## src/rtl/pipe_stage_reg.sv

```systemverilog
// Generic pipeline stage register: valid bit, control bundle and payload with
// stall hold, flush-to-bubble and a saturating stall watchdog.
module pipe_stage_reg #(
    parameter int unsigned       CTRL_W      = 8,
    parameter int unsigned       DATA_W      = 16,
    parameter logic [CTRL_W-1:0] BUBBLE_CTRL = {CTRL_W{1'b0}},
    parameter int unsigned       CNT_W       = 4,
    parameter int unsigned       STALL_LIMIT = 8
) (
    input  logic              clk,
    input  logic              rst,
    input  logic              stall_en,
    input  logic              flush,
    input  logic              valid_in,
    input  logic [CTRL_W-1:0] ctrl_in,
    input  logic [DATA_W-1:0] data_in,
    output logic              valid_out,
    output logic [CTRL_W-1:0] ctrl_out,
    output logic [DATA_W-1:0] data_out,
    output logic [CNT_W-1:0]  stall_cnt,
    output logic              stall_timeout
);

    localparam logic [CNT_W-1:0] CNT_MAX   = {CNT_W{1'b1}};
    localparam logic [CNT_W-1:0] CNT_LIMIT = CNT_W'(STALL_LIMIT);

    // The watchdog threshold must be reachable by the saturating counter.
    if (STALL_LIMIT == 0 || STALL_LIMIT > ((1 << CNT_W) - 1)) begin : g_bad_limit
        $error("pipe_stage_reg: STALL_LIMIT must be in 1 .. 2**CNT_W-1");
    end

    // Stage contents: flush beats stall beats load; data is left alone on flush.
    always_ff @(posedge clk or posedge rst) begin
        if (rst) begin
            valid_out <= 1'b0;
            ctrl_out  <= BUBBLE_CTRL;
            data_out  <= '0;
        end else if (flush) begin
            valid_out <= 1'b0;
            ctrl_out  <= BUBBLE_CTRL;
        end else if (!stall_en) begin
            valid_out <= valid_in;
            ctrl_out  <= valid_in ? ctrl_in : BUBBLE_CTRL;
            data_out  <= data_in;
        end
    end

    // Counts edges on which a valid entry was held; empty-stage stalls never count.
    always_ff @(posedge clk or posedge rst) begin
        if (rst) begin
            stall_cnt <= '0;
        end else if (flush || !stall_en || !valid_out) begin
            stall_cnt <= '0;
        end else if (stall_cnt != CNT_MAX) begin
            stall_cnt <= stall_cnt + CNT_W'(1);
        end
    end

    assign stall_timeout = (stall_cnt >= CNT_LIMIT);

endmodule

```

## config.mk

```make
export PLATFORM = sky130hd
export DESIGN_NAME = pipe_stage_reg
export DESIGN_NICKNAME = d
export VERILOG_FILES = /design/src/rtl/pipe_stage_reg.sv
export SDC_FILE = /design/constraint.sdc
export NUM_CORES = 1
export LEC_CHECK = 0
export CORE_MARGIN = 8
export CORE_UTILIZATION = 40
export DETAILED_ROUTE_END_ITERATION = 10
export HOLD_SLACK_MARGIN = 0.08
export PLACE_DENSITY = 0.79
export SYNTH_ARGS = -nofsm -noshare
export SYNTH_HDL_FRONTEND = slang
export SYNTH_SLANG_ARGS = --single-unit
```

## constraint.sdc

```tcl
create_clock -name clk -period 1.5 [get_ports clk]
set_input_delay 0.3 -clock clk [delete_from_list [all_inputs] [get_ports clk]]
set_output_delay 0.3 -clock clk [all_outputs]
set_load 0.05 [all_outputs]
```

# == Yosys cells after proc, flatten, opt, wreduce, memory -nomap -nowiden ==
# Index checks and enable logic that the tools add are counted.
# op_classes
addsub,1
bitwise,2
n_lt_le_gt_ge,1
n_reduce_logical,6
eq_ne,2
n_mux,7
# op_table
cell,n
$mux 8,3
$mux 4,2
$add 4x1->4 const B,1
$ge 4x4->1 const B,1
$ne 4x4->1 const B,1
$logic_not 1->1,2
$logic_or 1x1->1,2
$mux 1,2
$ne 2x1->1 const B,1
$not 1->1,2
$reduce_and 2->1,1
$reduce_bool 2->1,1
# word_totals
wordCells,23
in_bits,29
ff_bits,29
output_inout_bits,30

# == Depth between registers and ports, before layout ==
# Gate-level depths: netlist (run 1).
# logic_depth
ltp_word,4
ltp_mapped,5
mapped_depth_nobuf,4

# == Least setup slack after synthesis (run 1) ==
# OpenSTA, ideal clock, no wires.
# synth_timing
kind,register -> output
from,reg stall_cnt[3]
to,out stall_timeout
required_time_ns,1.200
arrival_time_ns,1.166
path_stages_with_launch,2
n_path_buf,1
setup_slack_ns,0.034
path_cell_list,dfrtp_1 > clkbuf_1
# synth_via
elab_chain_cells,1
# synth_rtl
item,line,rtl
start: declaration,20,"output logic [CNT_W-1:0] stall_cnt,"
start signal: assignment,55,stall_cnt <= stall_cnt + CNT_W'(1);
$ge 4x4->1,59,assign stall_timeout = (stall_cnt >= CNT_LIMIT);
end: declaration,21,output logic stall_timeout
# Every way passes these cells.

# == Worst setup path in the final report (run 1) ==
# layout_timing
from,in stall_en
to,reg ctrl_out[4]
# layout_via
elab_chain_cells,1
# layout_rtl
item,line,rtl
start: declaration,12,"input logic stall_en,"
$ne 2x1->1 (no source line),--,
end signal: assignment,43,ctrl_out <= valid_in ? ctrl_in : BUBBLE_CTRL;
end: declaration,18,"output logic [CTRL_W-1:0] ctrl_out,"
# Every way passes these cells.
# A chain may end at the register's enable or synchronous reset.

==> results.toml, run 1 <==
[setup_path]
worstSetupEndpointType = "flip-flop"
worstSetupEndpoint = "ctrl_out[4]"
ff2ff_setup_slack_ns = 0.16
regToRegStartpoint = "stall_cnt[0]"
timing.critical_path.from = "stall_en"
r2r-end = "stall_cnt[1]"
cp.buffers_inverters = 1
depth_of_the_worst_register_to_register_path = 4
cp_slowest_stage_delay_ns = 0.53
arrival_ns = 1.66
startpoint_type_of_the_worst_setup_path = "input port"
crit_type = "in2reg"
crit_path_max_fanout = 7
cp_num_cells = 4
worst_ep_required_time_ns = 1.76
crit_chain = "clkdlybuf4s50_1 > nor2b_1 > a22oi_1 > nor2_1"
critical-path-top-delay-family = "simple AND/OR/NAND/NOR gates"
worst_path_max_delay_cell = "sky130_fd_sc_hd__clkdlybuf4s50_1"

[synthesis]
yosysUniqueCellTypes = 21
mappedNetlistArea_mm2 = 0.001237
synthesis.instances = 90
synth.ff_latch_count = 29
netlist.top_cell.by_area = "sky130_fd_sc_hd__dfrtp_1"
ys.warnings.count = 0
syn_nets = 121
synth_sequential_area_ratio_pct = 58.65
synth_top_cells_by_area = "sky130_fd_sc_hd__dfrtp_1 59%, sky130_fd_sc_hd__mux2_4 11%, sky130_fd_sc_hd__mux2_2 6.4%"
synth_top_cell_area_share_pct = 58.65
synth_area_per_cell_um2 = 13.75

[die]
die_area_mm2 = 0.005129
number_of_placement_rows = 20
floorplan.core_area_mm2 = 0.003003
design.portCount = 59
chipHeight_um = 71.62
die_x_um = 71.62
initial_utilization_pct = 41.21

[clocking]
ctsHoldBuffers = 0
cts_buffers = 5
clkLatencyLatePin_ns = 0.33
cts.clk_slew.worst_paths_ns = 0.09
cts-root-buf = "sky130_fd_sc_hd__clkbuf_4"
post-cts-setup-buffers = 0
clock-sinks = 29
tritoncts = "built"
cts_htree_levels = 2
max-clock-path-buffers = 2
postCtsResizedCells = 0

[final_layout]
regArea_um2 = 725.7
filler_cell_count = 185
layout.cells.non_filler = 190
syn2layout_area_growth_pct = 82.71
multiInputGateArea_um2 = 459.2
finish.net_count = 187
share_of_layout_cells_above_drive_strength_1_pct = 38.85
final_core_utilization_pct = 75.29
antenna_cells_inserted = 0
design_area_mm2 = 0.002261

[timing]
hold_viol_final = 0
timing.setup.tns_ns = 0
rsz0062_at_grt = "no"
max_slew_margin_pct = 61.73
maxSlewViolCount = 0
worst-slew-pin-transition_ns = 0.5728
max_freq_mhz = 713.5
layout_worst_path_cycle_share_pct = 93.44
fin_crit_ns = 1.402
final_setup_violations = 0
timing.clock.skew_ns = 0.007438
whs_ns = 0.3430
fin_ws_ns = 0.09845

[detailed_routing]
vias_per_cell = 5.047
dr_total_vias = 959
post_drt_wl_per_cell_um = 18.47
detail_route.drc_violations = 0
drt.antenna.violating_nets = 0
drt_iter0_drcs = 69
firstDrtPassIters = 4
route.final.wire_length_um = 3510

[grt]
grt_antenna_before_repair = 0
grt_pass1_vias = 1080
grt_usage_pct = 14.86
grt_pass1_wl_um = 5671
grt_overflow_total = 0
grt_start_max_net_pins = 30

[place]
post-place-ws_ns = -0.1663
placed_area_mm2 = 0.002176
port-buffer-count = 58
hpwlAfterDp_um = 2754
gp_congestion = 0.8071
place.detailed.instances = 182

[hold_path]
worstHoldPathType = "in2async"

[pwr]
ir_drop_v = 0.0009903
p_total_mw = 2.434
power_density_mw_per_mm2 = 1076
power.leakage_nw = 1.028

[run_status]
outcome = "completed"

[run]
max_cap_viol_count = 0
[where the power goes]
part / internal [mW] / switching, mW
registers: 0.855 / 0.0859
clock network: 0.398 / 0.270
logic: 0.441 / 0.383
total: 1.69 / 0.740
[cell usage in the layout (no fill, tap or decap), drive strengths merged]
master / n
bufinv: 1
nor3: 2
a22oi: 7
ha: 2
mux2: 16
a21oi: 1
clkbuf: 7
xnor2: 1
inv: 3
nor3b: 1
buf: 36
mux2i: 1
dfrtp: 29
nand3b: 2
nor2b: 1
nand2: 4
clkdlybuf4s50: 28
nand3: 2
nor2: 12
a31oi: 1
[area by class of cell]
type	count	area share (%)
Multi-Input combinational cell	53	20.31
Tap cell	33	1.826
Clock buffer	7	2.435
Clock inverter	1	1.328
Timing Repair Buffer	64	41.51
Sequential cell	29	32.10
Inverter	3	0.4981
[sequential cells by signal (all words and copies together), names as in the netlist]
name,count
valid_out,1
stall_cnt,4
data_out,16
ctrl_out,8
[cell families after synthesis]
family,after synthesis,share of synthesized area [%]
adders and majority gates,2,2.022
DFF,29,58.65
muxes,17,18.10
xor gates and xnor gates,1,0.7079
AOI/OAI and AO/OA,9,5.157
and+or+nand+nor,24,11.12
buffers and inverters,8,4.247
[worst register-to-register path: stages, from the launching register on]
cell	delay, ns
sky130_fd_sc_hd__dfrtp_1	0.49
sky130_fd_sc_hd__ha_1	0.29
sky130_fd_sc_hd__nand3_1	0.17
sky130_fd_sc_hd__mux2i_1	0.22
sky130_fd_sc_hd__nor2_1	0.06
[synth_stat cells, drive strengths merged]
cell type   n
dfrtp      29
mux2       16
nor2       12
a22oi       7
nand2       4
buf         3
inv         3
clkbuf      2
ha          2
nand3       2
nand3b      2
nor3        2
a21oi       1
a31oi       1
mux2i       1
nor2b       1
nor3b       1
xnor2       1
[worst min path at each step]
stage                       startpoint            to  slack [ns]  cells after the start
after global routing               rst   ctrl_out[4]        0.36                      3
after global placement    data_out[13]  data_out[13]        0.56                      1
after detailed placement   data_out[5]   data_out[5]        0.57                      1
after CTS                          rst   ctrl_out[4]        0.33                      3
final                              rst  data_out[11]        0.34                      3
after floorplan                    rst   ctrl_out[0]        0.38                      1
[per-layer routing]
metal	global-route usage (%)	wire length, um	vias up
li1	-	-	439
met1	12.56	1125	479
met2	27.63	2040	37
met3	6.834	271	4
met4	8.617	72	0
met5	0	0	-
(Power assumes the default switching activity.)
==> inputs of run 2 (changes only) <==
--- a/config.mk
+++ b/config.mk
@@ -13,3 +13,4 @@
 export SYNTH_ARGS = -nofsm -noshare
 export SYNTH_HDL_FRONTEND = slang
 export SYNTH_SLANG_ARGS = --single-unit
+export TNS_END_PERCENT = 20
==> results of run 2 <==
The final DEF is identical to that of run 1; final timing and power are the same.
